File: config.mk
export PLATFORM = sky130hd
export DESIGN_NAME = instr_fetch_unit
export DESIGN_NICKNAME = d
export VERILOG_FILES = /design/src/rtl/ifu_pkg.sv /design/src/rtl/ifu_fifo.sv /design/src/rtl/instr_fetch_unit.sv
export SDC_FILE = /design/constraint.sdc
export NUM_CORES = 1
export LEC_CHECK = 0
export CAP_MARGIN = 20
export CORE_UTILIZATION = 30
export CTS_CLUSTER_DIAMETER = 80
export DETAILED_ROUTE_END_ITERATION = 8
export MAX_ROUTING_LAYER = met4
export SETUP_SLACK_MARGIN = 0.3
export SLEW_MARGIN = 20
export SYNTH_ARGS = -nofsm -noshare
export SYNTH_HDL_FRONTEND = slang
export SYNTH_HIERARCHICAL = 1
export SYNTH_SLANG_ARGS = --single-unit
File: constraint.sdc
create_clock -name clk_i -period 5.9 [get_ports clk_i]
set_input_delay 0.885 -clock clk_i [delete_from_list [all_inputs] [get_ports clk_i]]
set_output_delay 0.885 -clock clk_i [all_outputs]
set_load 0.005 [all_outputs]
File: src/rtl/ifu_pkg.sv
// ifu_pkg: shared FSM state type and constants for the instruction fetch unit
package ifu_pkg;
  typedef enum logic [1:0] {IDLE, REQ, WAIT, FLUSH} ifu_state_e;
  localparam int PC_INC = 4;
  localparam logic [31:0] DEF_RESET_PC = 32'h0000_0000;
endpackage

File: src/rtl/ifu_fifo.sv
// ifu_fifo: synchronous FIFO with push/pop/clear, clear overriding push and pop
module ifu_fifo #(
  parameter int WIDTH = 64,
  parameter int DEPTH = 2
) (
  input  logic                     clk_i,
  input  logic                     rst_i,
  input  logic                     clear_i,
  input  logic                     push_i,
  input  logic                     pop_i,
  input  logic [WIDTH-1:0]         wdata_i,
  output logic [WIDTH-1:0]         rdata_o,
  output logic                     full_o,
  output logic                     empty_o,
  output logic [$clog2(DEPTH):0]   cnt_o
);
  localparam int PW = $clog2(DEPTH);
  localparam int CW = PW + 1;
  logic [WIDTH-1:0] mem_q [DEPTH];
  logic [PW-1:0] wr_q, wr_d, rd_q, rd_d;
  logic [CW-1:0] cnt_q, cnt_d;
  logic push_w, pop_w;
  // pointer and occupancy next state; clear empties the buffer outright
  always_comb begin
    pop_w  = pop_i && !empty_o;
    push_w = push_i && (!full_o || pop_w);
    wr_d   = clear_i ? '0 : wr_q + PW'(push_w);
    rd_d   = clear_i ? '0 : rd_q + PW'(pop_w);
    cnt_d  = clear_i ? '0 : cnt_q + CW'(push_w) - CW'(pop_w);
  end
  // pointer and occupancy registers
  always_ff @(posedge clk_i or negedge rst_i) begin
    if (!rst_i) begin
      wr_q  <= '0;
      rd_q  <= '0;
      cnt_q <= '0;
    end else begin
      wr_q  <= wr_d;
      rd_q  <= rd_d;
      cnt_q <= cnt_d;
    end
  end
  // storage array needs no reset: entries are only visible once counted
  always_ff @(posedge clk_i) begin
    if (push_w && !clear_i) mem_q[wr_q] <= wdata_i;
  end
  assign rdata_o = mem_q[rd_q];
  assign full_o  = cnt_q == CW'(DEPTH);
  assign empty_o = cnt_q == '0;
  assign cnt_o   = cnt_q;
endmodule

File: src/rtl/instr_fetch_unit.sv
// instr_fetch_unit: PC, imem req/gnt/rvalid fetch FSM and decoder-side buffer; IFU_PERF_CNT_EN adds fetch/flush counters
module instr_fetch_unit
  import ifu_pkg::*;
#(
  parameter int                ADDR_W     = 32,
  parameter int                DATA_W     = 32,
  parameter int                FIFO_DEPTH = 2,
  parameter logic [ADDR_W-1:0] RESET_PC   = ADDR_W'(DEF_RESET_PC)
) (
  input  logic              clk_i,
  input  logic              rst_i,
  output logic              imem_req_o,
  output logic [ADDR_W-1:0] imem_addr_o,
  input  logic              imem_gnt_i,
  input  logic              imem_rvalid_i,
  input  logic [DATA_W-1:0] imem_rdata_i,
  output logic [DATA_W-1:0] instr_o,
  output logic [ADDR_W-1:0] instr_pc_o,
  output logic              instr_valid_o,
  input  logic              instr_ready_i,
  input  logic              branch_i,
  input  logic [ADDR_W-1:0] branch_target_i
`ifdef IFU_PERF_CNT_EN
  ,
  output logic [31:0]       fetch_cnt_o,
  output logic [31:0]       flush_cnt_o
`endif
);
  localparam int CW = $clog2(FIFO_DEPTH) + 1;
  ifu_state_e state_q, state_d;
  logic [ADDR_W-1:0] pc_q, pc_d, target;
  logic [ADDR_W+DATA_W-1:0] head;
  logic [CW-1:0] fifo_cnt;
  logic fifo_full, fifo_empty, push, pop, full_after;
  assign target     = branch_target_i & ~ADDR_W'(3);
  assign pop        = !fifo_empty && instr_ready_i;
  assign full_after = fifo_cnt == CW'(FIFO_DEPTH - 1) && !pop;
  // state and pc registers
  always_ff @(posedge clk_i or negedge rst_i) begin
    if (!rst_i) begin
      state_q <= IDLE;
      pc_q    <= RESET_PC;
    end else begin
      state_q <= state_d;
      pc_q    <= pc_d;
    end
  end
  // next state: a redirect during a granted or in-flight fetch waits out the response in FLUSH
  always_comb begin
    state_d = state_q;
    case (state_q)
      IDLE:  state_d = (branch_i || !fifo_full) ? REQ : IDLE;
      REQ:   state_d = imem_gnt_i ? (branch_i ? FLUSH : WAIT) : REQ;
      WAIT:  state_d = imem_rvalid_i ? ((branch_i || !full_after) ? REQ : IDLE)
                                     : (branch_i ? FLUSH : WAIT);
      FLUSH: state_d = imem_rvalid_i ? REQ : FLUSH;
    endcase
    pc_d = branch_i ? target : (state_q == REQ && imem_gnt_i) ? pc_q + ADDR_W'(PC_INC) : pc_q;
    push = state_q == WAIT && imem_rvalid_i && !branch_i;
  end
  // outputs: the request address is the live pc; buffer outputs read zero when empty
  always_comb begin
    imem_req_o    = state_q == REQ;
    imem_addr_o   = pc_q;
    instr_valid_o = !fifo_empty;
    instr_o       = fifo_empty ? '0 : head[DATA_W-1:0];
    instr_pc_o    = fifo_empty ? '0 : head[ADDR_W+DATA_W-1:DATA_W];
  end
  ifu_fifo #(.WIDTH(ADDR_W + DATA_W), .DEPTH(FIFO_DEPTH)) u_fifo (
    .clk_i   (clk_i),
    .rst_i   (rst_i),
    .clear_i (branch_i),
    .push_i  (push),
    .pop_i   (pop),
    .wdata_i ({pc_q - ADDR_W'(PC_INC), imem_rdata_i}),
    .rdata_o (head),
    .full_o  (fifo_full),
    .empty_o (fifo_empty),
    .cnt_o   (fifo_cnt)
  );
`ifdef IFU_PERF_CNT_EN
  logic [31:0] fetch_cnt_q, flush_cnt_q;
  // count buffered instructions and redirect pulses
  always_ff @(posedge clk_i or negedge rst_i) begin
    if (!rst_i) begin
      fetch_cnt_q <= '0;
      flush_cnt_q <= '0;
    end else begin
      fetch_cnt_q <= fetch_cnt_q + 32'(push);
      flush_cnt_q <= flush_cnt_q + 32'(branch_i);
    end
  end
  assign fetch_cnt_o = fetch_cnt_q;
  assign flush_cnt_o = flush_cnt_q;
`endif
endmodule
Yosys cells after proc, flatten, opt, wreduce, memory -nomap -nowiden. Memories as Yosys holds them, arrays and structs flattened. Cells that the tools add are included.

Equal/unequal tests: 5. Reductions and logical operators: 19. Multiplexer cells: 16. Add/sub/neg operators: 6.

Operator list (number): 32-bit two-way mux (4); 32-bit by 3-bit adder with 32-bit output (second input constant) (1); 32-bit by 3-bit subtractor with 32-bit output (second input constant) (1); 1-bit logical AND (8); 2-bit two-way mux (4); 2-bit one-hot mux with 4 select lines (1); 1-bit two-way mux (7); 2-bit == test (second input constant) (3); 1-bit logical NOT (5); 2-bit by 1-bit == test with 1-bit output (second input constant) (2); 2-bit logical NOT (2); 1-bit logical OR (3); 1-bit adder (2); 2-bit by 1-bit adder with 2-bit output (1); 2-bit nonzero test (1); 2-bit by 1-bit subtractor with 2-bit output (1).

RAM bits: 128. Memories kept: 1. Bits of input ports: 70. Register bits after elaboration: 38. Logic and storage cells: 52.

Memories: u_fifo.mem_q (words 2, bits a word 64, read ports 1, clocked after memory_dff 0, wr ports 1, RTL line ifu_fifo.sv:19) `logic [WIDTH-1:0] mem_q [DEPTH];`.

Longest topological paths before layout. Gate-level depths: netlist of the first run.

Depth in word-level cells: 10. Mapped depth: 9. Gate-level depth less buffers: 8.

Modules after synthesis. The synthesis of the first run kept the hierarchy.

Modules (own cells, without submodules): ifu_fifo (instances 1, area each 4902.2 um2, cells each 228, seq. area each 3943.8 um2); instr_fetch_unit (instances 1, area each 2979.1 um2, cells each 387, seq. area each 800.8 um2).

Worst setup path after synthesis of the first run. OpenSTA, ideal clock, no wires.

Path type: input to register. Start: in branch_i. End: mem u_fifo.mem_q[1][0], enable pin. Data required time: 5.322 ns. Library setup time: 0.578 ns. Path buffers: 2. Setup slack: -1.299 ns. Arrival: 6.621 ns. Stages: 5. Path through: clkbuf_1 -> buf_1 -> nor3_1 -> o21ai_2 -> nor3b_1.

Word-level cells in the longest chain between the ends: 6.

RTL lines: start: declaration (RTL line instr_fetch_unit.sv:21) `input logic branch_i,`; 1-bit logical NOT (RTL line instr_fetch_unit.sv:59) `push = state_q == WAIT && imem_rvalid_i && !branch_i;`; 1-bit logical AND (RTL line instr_fetch_unit.sv:59); net push (RTL line instr_fetch_unit.sv:34) `logic fifo_full, fifo_empty, push, pop, full_after;`; 1-bit logical AND (RTL line ifu_fifo.sv:26) `push_w = push_i && (!full_o || pop_w);`; 1-bit logical AND (RTL line ifu_fifo.sv:45) `if (push_w && !clear_i) mem_q[wr_q] <= wdata_i;`; 1-bit two-way mux (RTL line ifu_fifo.sv:45); 1-bit two-way mux (not written as such) (RTL line ifu_fifo.sv:45); end: declaration (RTL line ifu_fifo.sv:19).

The timed path passes the listed nets, and every way through them passes these cells.

Final worst setup path of the first run.
Start: reg u_fifo.cnt_q[1] (netlist: u_fifo/cnt_o[1]). End: out instr_pc_o[9].

Word-level cells in the longest chain between the ends: 2.

RTL lines: start: declaration (RTL line ifu_fifo.sv:21) `logic [CW-1:0] cnt_q, cnt_d;`; start signal: assignment (RTL line ifu_fifo.sv:40) `cnt_q <= cnt_d;`; 2-bit logical NOT (RTL line ifu_fifo.sv:49) `assign empty_o = cnt_q == '0;`; net fifo_empty (RTL line instr_fetch_unit.sv:34); 32-bit two-way mux (RTL line instr_fetch_unit.sv:67) `instr_pc_o = fifo_empty ? '0 : head[ADDR_W+DATA_W-1:DATA_W];`; end: declaration (RTL line instr_fetch_unit.sv:18) `output logic [ADDR_W-1:0] instr_pc_o,`.

The timed path passes the listed nets, and every way through them passes these cells.

==> results of run 1 <==
[critical path, cell delays in order, from the launching register on]
cell and delay (ns):
dfrtp_1 0.48, nor2_4 0.73, buf_4 0.48, nor2b_1 0.09
clkdlybuf4s50_1 0.53
[worst paths after layout]
path	from	endpoint	slack, ns	cells after the start
worst max-delay path	u_fifo/cnt_o[1]	instr_pc_o[9]	2.28	4
worst min-delay path	rst_i	imem_addr_o[25]	0.57	1
worst max register to register	u_fifo/cnt_o[1]	u_fifo/mem_q[1][62]	3.17	5
worst min register to register	state_q[1]	state_q[1]	0.62	2
max in group asynchronous	rst_i	u_fifo/rd_q	4.70	1
min in group clk_i	state_q[1]	state_q[1]	0.62	2
[per-layer routing]
metal,vias to the layer above,track usage [%],wire length (microns)
met5,-,-,0
met4,0,4.92,222
met1,2552,19.7,8710
met3,14,2.63,872
li1,2559,-,-
met2,151,21.2,8340
[per-stage QoR]
step / total power [mW] / std cells
after floorplan: 1.45 / 620
after global placement: 1.58 / 1071
after detailed placement: 1.59 / 1071
after CTS: 2.74 / 1103
after global routing: 2.81 / 1103
final: 2.70 / 1103
[layout make-up]
class	instances	area (sq um)
flip-flops and latches	164	4750
multi-input cells	401	2910
clock buffers	17	425
repair buffers	167	1660
clock inverters	15	178
fillers	2425	15100
inverters	9	33.8
well taps	330	413
[sequential cells by signal, indices dropped and copies added, names as in the netlist]
signal        count
u_fifo/wr_q       1
state_q           2
u_fifo/mem_q    128
u_fifo/cnt_o      2
u_fifo/rd_q       1
imem_addr_o      30
[synthesized netlist by cell type (2+ instances only)]
cell type / n / share of area, %
o31ai_1: 15 / 1.4
nor3_1: 18 / 1.1
o21ai_1: 2 / 0.13
or4_2: 2 / 0.22
a22oi_1: 2 / 0.19
or3_1: 10 / 0.79
edfxtp_1: 128 / 49
xor2_1: 26 / 2.9
nor2b_1: 71 / 5.6
or4_4: 2 / 0.29
buf_2: 7 / 0.44
and4_1: 4 / 0.44
o21ai_0: 16 / 1.0
inv_1: 8 / 0.38
nor4_1: 7 / 0.56
nor3b_1: 3 / 0.29
or3_2: 2 / 0.19
nand2_1: 29 / 1.4
dfrtp_1: 36 / 11
nor4_4: 2 / 0.54
xnor2_1: 11 / 1.2
mux2_2: 14 / 2.0
mux2_1: 51 / 7.3
buf_4: 2 / 0.19
clkbuf_1: 29 / 1.4
nand2b_1: 3 / 0.24
ha_1: 3 / 0.48
or4_1: 19 / 1.8
nor2_1: 28 / 1.3
buf_6: 7 / 1.0
nand4_1: 8 / 0.64
and3_1: 2 / 0.16
nand3_1: 15 / 0.95
a31oi_1: 15 / 1.2
o211ai_1: 5 / 0.48
[cells in the final DEF (no fill, tap or decap), types with 14 or more instances in the layout]
cell             instances
a31oi_1                 15
mux2_2                  14
o31ai_1                 15
dfrtp_1                 35
nand3_1                 15
clkbuf_16               17
nand2_1                 29
edfxtp_1               128
nor2b_1                 71
clkdlybuf4s50_1        162
nor2_1                  27
o21ai_0                 16
nor3_1                  17
xor2_1                  26
mux2_1                  51
or4_1                   19
[cell families (layout without fill, tap and decap cells)]
family                     Yosys count  after routing  synth area share (%)
buffers and inverters               55            208                  3.49
xor gates and xnor gates            37             37                  4.11
adders and majority gates            3              3                 0.476
AOI/OAI and AO/OA                   59             59                  4.83
DFF                                164            164                  60.2
muxes                               66             66                  9.48
and+or+nand+nor                    230            230                  17.4
other                                1              6                0.0476
[power by group through the flow]
stage / registers [mW] / logic [mW] / clock network, mW
6_report: 1.35 / 0.211 / 1.14
5_1_grt: 1.36 / 0.234 / 1.22
4_1_cts: 1.35 / 0.215 / 1.18
3_5_place_dp: 1.37 / 0.214 / 0
3_3_place_gp: 1.37 / 0.209 / 0
2_1_floorplan: 1.34 / 0.116 / 0
==> results_dict.tcl, run 1 <==
set metrics [dict create \
    die_h_microns 164 \
    drc_errors 0 \
    required_ns 5.02 \
    power.density_nw_per_um2 260 \
    dpl.hpwl_microns 11900 \
    grt_setup_unrepaired "false" \
    root_buffer "clkbuf_16" \
    power_leakage_nw 3.43 \
    ctsResizeCount 0 \
    ys_warn_count 6 \
    postLayoutSetupSlackWorst_ns 2.28 \
    arrival_ns 2.74 \
    drive_gt1_share_pct 8.41 \
    start_util_pct 30.9 \
    antennaDiodeCount 0 \
    ctsHoldBuffers 0 \
    dieArea_sq_um 26900 \
    clock-sinks 164 \
    mappedNetlistArea_sq_um 7880 \
    drv_cap 0 \
    grt_max_degree 66 \
    drt-pass1-iter-count 5 \
    synth-main-ff-cell "edfxtp_1" \
    dpl_cell_area_sq_um 9760 \
    tns_ns 0 \
    maxSlewViolCount 0 \
    cts_tree "done" \
    clockBufferDepth 2 \
    finalWirelength_microns 18100 \
    insertion_delay_ns 0.42 \
    min_period_ns 3.62 \
    fmax_ghz 0.276 \
    avgViaCountPerCell 4.78 \
    cts_buffers 17 \
    post-route-period-util_pct 61.4 \
    final_nets 833 \
    antenna_found_initial 0 \
    cts_setup_buffers 0 \
    postSynthAreaPerCell_sq_um 12.8 \
    postLayoutCoreUtil_pct 40.7 \
    drtAntennaViolNets 0 \
    holdWs_ns 0.573 \
    end_kind "primary output" \
    setup_violations 0 \
    critPathMaxFanout 34 \
    port_buffers 163 \
    netlist_instances 615 \
    place.gp.congestion 0.760 \
    hold_viol_final 0 \
    hp-class "in -> async" \
    drt-initial-drc-count 268 \
    async_flop_share_pct 22.0 \
    clkTransAtPathRegs_ns 0.07 \
    ys_ff_latch 164 \
    worstMarginPinSlew_ns 0.945 \
    grt_pass1_vias 5059 \
    synth-seq-area-share_pct 60.2 \
    worstSetupStartpointType "flop" \
    synth_enable_flop_cells 128 \
    p_sw_uw 626 \
    groute.usage.overall_pct 14.4 \
    ios 168 \
    status "completed" \
    syn2layout_area_growth_pct 31.5 \
    grt_pass1_wl_microns 28400 \
    ir_drop_uv 144 \
    die_width_microns 164 \
    p_int_mw 2.07 \
    core_sq_um 25500 \
    wl_per_cell_microns 16.5 \
    clockPowerShare_pct 42.2 \
    sw_frac_of_total_pct 23.2 \
    cts-htree-levels 4 \
    fin_skew_ns 0.0129 \
    slew_headroom_pct 37.0 \
    grt_overflow_total 0 \
    ys_types 48 \
    vias 5276 \
    p_comb_share_pct 7.8 \
    pwr-share-seq_pct 50.0 \
    critPathKind "reg -> out" \
    dpl_worst_slack_ns 2.30 \
    row_count 58 \
    fin_area_sq_um 10400 \
]
Power figures use the tool's default switching activity.
==> run 2, diff against run 1 <==
==> constraint.sdc (replaced) <==
create_clock -name clk_i -period 3.7 [get_ports clk_i]
set_input_delay 0.555 -clock clk_i [delete_from_list [all_inputs] [get_ports clk_i]]
set_output_delay 0.555 -clock clk_i [all_outputs]
set_load 0.005 [all_outputs]
==> run 2 against run 1 <==
  * Combinational power rose by 64%
  * Wire length shrank 0.99%
  * First-iteration DRC count grew 13%
  * Critical endpoint is now instr_pc_o[17]
  * Die area stayed put
==> results_dict.tcl, run 2 (synthesis results as in run 1) <==
set metrics [dict create \
    status "completed" \
    end_kind "primary output" \
    grt_max_degree 65 \
    dpl.hpwl_microns 12100 \
    worstMarginPinSlew_ns 0.873 \
    layout_commonest_cell "clkdlybuf4s50_1" \
    arrival_ns 2.42 \
    slowest_delay_ns 0.51 \
    setup_violations 0 \
    antennaDiodeCount 0 \
    root_buffer "clkbuf_16" \
    required_ns 3.14 \
    vias 5230 \
    ir_drop_uv 271 \
    ios 168 \
    postLayoutCoreUtil_pct 41.1 \
    path_buf_inv 2 \
    drive_gt1_share_pct 9.37 \
    core_sq_um 25500 \
    drc_errors 0 \
    avgViaCountPerCell 4.72 \
    grt_pass1_wl_microns 28100 \
    syn2layout_area_growth_pct 32.9 \
    drt-initial-drc-count 304 \
    hold_viol_final 0 \
    finalWirelength_microns 18000 \
    cts_tree "done" \
    die_h_microns 164 \
    clockBufferDepth 2 \
    critPathKind "reg -> out" \
    post-route-period-util_pct 80.3 \
    min_period_ns 2.97 \
    start_util_pct 30.9 \
    slew_headroom_pct 41.8 \
    grt_pass1_vias 5061 \
    drt-pass1-iter-count 4 \
    clock-sinks 164 \
    die_width_microns 164 \
    final_nets 840 \
    cts-htree-levels 4 \
    ctsResizeCount 0 \
    path_cells "nor2_4 -> buf_4 -> nor2b_1 -> clkdlybuf4s50_1" \
    port_buffers 163 \
    ctsHoldBuffers 0 \
    worstSetupStartpointType "flop" \
    tns_ns 0 \
    grt_setup_unrepaired "false" \
    dieArea_sq_um 26900 \
    critPathMaxFanout 27 \
    power.density_nw_per_um2 412 \
    clkTransAtPathRegs_ns 0.07 \
    cp_top_family "buffers and inverters" \
    groute.usage.overall_pct 14.2 \
    largest_register_ffs 128 \
    grt_overflow_total 0 \
    cp_slowest_cell "nor2_4" \
    fin_skew_ns 0.0142 \
    wl_per_cell_microns 16.2 \
    insertion_delay_ns 0.42 \
    hp-class "in -> async" \
    antenna_found_initial 0 \
    drv_cap 0 \
    power_leakage_nw 3.48 \
    largest_register "u_fifo/mem_q" \
    fmax_ghz 0.337 \
    cts_setup_buffers 0 \
    maxSlewViolCount 0 \
    row_count 58 \
    drtAntennaViolNets 0 \
    final_cell_mix "162 x clkdlybuf4s50_1, 128 x edfxtp_1, 71 x nor2b_1" \
    place.gp.congestion 0.757 \
    cts_buffers 17 \
]
## run 2: cell types whose count changed in the layout (fill, tap and decap cells not counted), sizes merged
cell	before	now
buf	5	12
clkinvlp	3	5
clkinv	6	1
clkbuf	17	18
inv	12	13
## run 2: where the power goes
part	internal, mW	leakage, nW	switching [mW]	total [mW]
combinational	0.197	1.63	0.150	0.347
sequential	2.05	1.57	0.0980	2.14
clock	1.07	0.278	0.753	1.82
total	3.31	3.48	1.00	4.31
## run 2: through the flow
stage / power, mW / instance area [sq um] / hold slack, ns / instances / setup slack (ns)
2_1_floorplan: 2.32 / 7940 / 0.259 / 620 / 0.331
3_3_place_gp: 2.53 / 9870 / 0.598 / 1078 / 0.764
3_5_place_dp: 2.53 / 9870 / 0.604 / 1078 / 0.732
4_1_cts: 4.36 / 10500 / 0.272 / 1109 / 0.640
5_1_grt: 4.49 / 10500 / 0.298 / 1109 / 0.526
6_report: 4.31 / 10500 / 0.248 / 1109 / 0.729
## run 2: final cells by class
type / instances / area, sq um
Sequential cell: 164 / 4750
Clock inverter: 13 / 174
Multi-Input combinational cell: 401 / 2920
Timing Repair Buffer: 174 / 1760
Clock buffer: 18 / 429
Fill cell: 2418 / 15000
Inverter: 9 / 33.8
Tap cell: 330 / 413
## run 2: final timing paths
| kind | to | from | slack (ns) | cells after the start |
|---|---|---|---|---|
| min | imem_addr_o[25] | rst_i | 0.25 | 1 |
| max in group asynchronous | u_fifo/rd_q | rst_i | 2.86 | 1 |
| min in group clk_i | state_q[1] | state_q[1] | 0.61 | 2 |
| max reg2reg | u_fifo/mem_q[1][46] | imem_addr_o[2] | 1.12 | 6 |
| max | instr_pc_o[17] | u_fifo/cnt_o[1] | 0.73 | 4 |
| min reg2reg | state_q[1] | state_q[1] | 0.61 | 2 |
## run 2: per-layer routing
metal | vias up | share of wire, % | GRT usage [%]
met4 | 0 | 1.2 | 5.01
met2 | 139 | 46 | 21.4
li1 | 2572 | - | -
met5 | - | 0 | -
met1 | 2506 | 48 | 19.2
met3 | 13 | 4.9 | 2.65
==> run 3, diff against run 2 <==
==> constraint.sdc (replaced) <==
create_clock -name clk_i -period 2.65 [get_ports clk_i]
set_input_delay 0.3975 -clock clk_i [delete_from_list [all_inputs] [get_ports clk_i]]
set_output_delay 0.3975 -clock clk_i [all_outputs]
set_load 0.005 [all_outputs]
==> run 3 against run 2 <==
  * Sequential share of layout area down 1.6 points
  * Sequential power up 37%
  * Register-to-register slack worse by 0.75 ns
  * Hold slack worse by 0.16 ns
  * Critical path type unchanged
  * Via count up 4.8%
  * Power up 42%
  * Combinational power up 72%
  * Global-route usage up 0.96 points
==> results_dict.tcl, run 3 (synthesis results as in run 1) <==
set metrics [dict create \
    antennaDiodeCount 0 \
    grt_overflow_total 0 \
    cp_top_family "buffers and inverters" \
    start_util_pct 30.9 \
    critical_path.startpoint "u_fifo/rd_q" \
    nFillCells 2381 \
    critPathKind "reg -> out" \
    drc_errors 0 \
    avgViaCountPerCell 4.73 \
    drt-initial-drc-count 331 \
    path_cells "buf_6 -> clkbuf_16 -> mux2_4 -> nor2b_1 -> dlygate4sd2_1" \
    dieArea_sq_um 26900 \
    vias 5483 \
    required_ns 2.25 \
    maxSlewViolCount 0 \
    groute.usage.overall_pct 15.2 \
    r2r_end "u_fifo/mem_q[1][63]" \
    cts_tree "done" \
    clockBufferDepth 2 \
    critPathMaxFanout 7 \
    end_kind "primary output" \
    r2r_slack_ns 0.37 \
    hp-class "in -> async" \
    power.density_nw_per_um2 563 \
    grt_pass1_vias 5281 \
    drt-pass1-iter-count 4 \
    grt_setup_unrepaired "true" \
    cts_buffers 17 \
    busiest_layer "met2" \
    dp_cells 1106 \
    grt_use_met2_pct 22.6 \
    hold_viol_final 0 \
    place.gp.congestion 0.771 \
    core_sq_um 25500 \
    cp_slowest_cell "dfrtp_4" \
    drv_cap 0 \
    ir_drop_uv 422 \
    die_width_microns 164 \
    r2r_start "imem_addr_o[15]" \
    clock-sinks 164 \
    worstSetupStartpointType "flop" \
    largest_register_ffs 128 \
    dpl.hpwl_microns 12600 \
    finalWirelength_microns 19500 \
    fmax_ghz 0.424 \
    insertion_delay_ns 0.42 \
    setup_violations 0 \
    final_cell_mix "128 x edfxtp_1, 98 x clkdlybuf4s50_1, 69 x nor2b_1" \
    ios 168 \
    use_met1_pct 20.6 \
    drive_gt1_share_pct 21.8 \
    instances_no_fill 1160 \
    status "completed" \
    antenna_found_initial 0 \
    slew_headroom_pct 41.1 \
    path_buf_inv 3 \
    port_buffers 163 \
    clkTransAtPathRegs_ns 0.07 \
    slowest_delay_ns 0.55 \
    grt_pass1_wl_microns 29800 \
    syn2layout_area_growth_pct 37.9 \
    root_buffer "clkbuf_16" \
    grt_max_degree 42 \
    post-route-period-util_pct 89.0 \
    drtAntennaViolNets 0 \
    worstMarginPinSlew_ns 0.884 \
    power_leakage_nw 3.95 \
    rr_worst_depth 4 \
    final_nets 890 \
    layout_commonest_cell "edfxtp_1" \
    row_count 58 \
    fin_skew_ns 0.0120 \
    die_h_microns 164 \
    min_period_ns 2.36 \
    largest_register "u_fifo/mem_q" \
    met3_usage_pct 3.43 \
    cts-htree-levels 4 \
    holdWs_ns 0.0909 \
    arrival_ns 1.96 \
    wl_per_cell_microns 16.8 \
]
[run 3: changes by cell type in the layout (fill, tap and decap cells not counted), sizes merged]
cell           previous run  this run
bufbuf                    0         1
clkbuf                   18        67
buf                      12        65
clkinvlp                  5         3
inv                      13        11
dlygate4sd2               0         7
bufinv                    3         4
clkinv                    1         3
clkdlybuf4s15             0         6
clkdlybuf4s50           162        98
[run 3: timing repair]
action                                  CTS  global route
setup buffers                             9             7
hold buffers                              0             0
pin swaps                                 0             1
gates cloned                              3             3
gates resized for setup                  96           101
endpoints found under the setup margin   65            66
[run 3: per-stage QoR]
stage / TNS [ns] / power, mW / cell area [sq um] / utilization, % / worst slack, ns
floorplan: -51.05 / 3.24 / 7980 / - / -0.468
detailed placement: 0 / 3.59 / 10100 / 39.8 / 0.0541
global route: 0 / 6.37 / 10900 / 42.7 / 0.204
CTS: 0 / 6.19 / 10900 / 42.6 / 0.218
global placement: 0 / 3.58 / 10100 / 39.8 / 0.0979
finish: 0 / 6.12 / 10900 / 42.7 / 0.291
[run 3: worst reg2reg max path: stages, from the launching register on]
cell and delay, ns:
dfrtp_1 0.38, or4_4 0.57, or4_4 0.61, nor4_4 0.33
xor2_2 0.12
[run 3: cell type report]
type	instances	area (sq um)	share of cell area [%]
clock buffer	20	437	4.02
multi-input combinational	401	2970	27.3
clock inverter	12	178	1.64
sequential	164	4750	43.7
timing repair buffer	224	2080	19.2
tap	330	413	3.80
inverter	9	33.8	0.311
[run 3: per-layer routing]
metal  part of all wire (%)  wire, microns  vias to the layer above
met1                     48           9300                     2658
li1                       -              -                     2666
met2                     46           9020                      139
met3                    4.9            961                       20
met4                    1.2            227                        0
met5                      0              0                        -
[run 3: how the worst max path moves through the flow]
stage	to	slack, ns	depth (start not counted)
after floorplan	u_fifo/mem_q[1][0]	-0.47	5
final	instr_o[26]	0.29	5
after CTS	instr_o[26]	0.22	5
after global routing	instr_o[26]	0.20	5
after detailed placement	u_fifo/mem_q[1][4]	0.05	6
after global placement	u_fifo/mem_q[1][4]	0.1	6
[run 3: power breakdown]
group          internal (mW)  switching [mW]  total [mW]
clock network           1.58            1.01        2.59
logic                  0.316           0.282       0.598
registers               2.86          0.0793        2.94
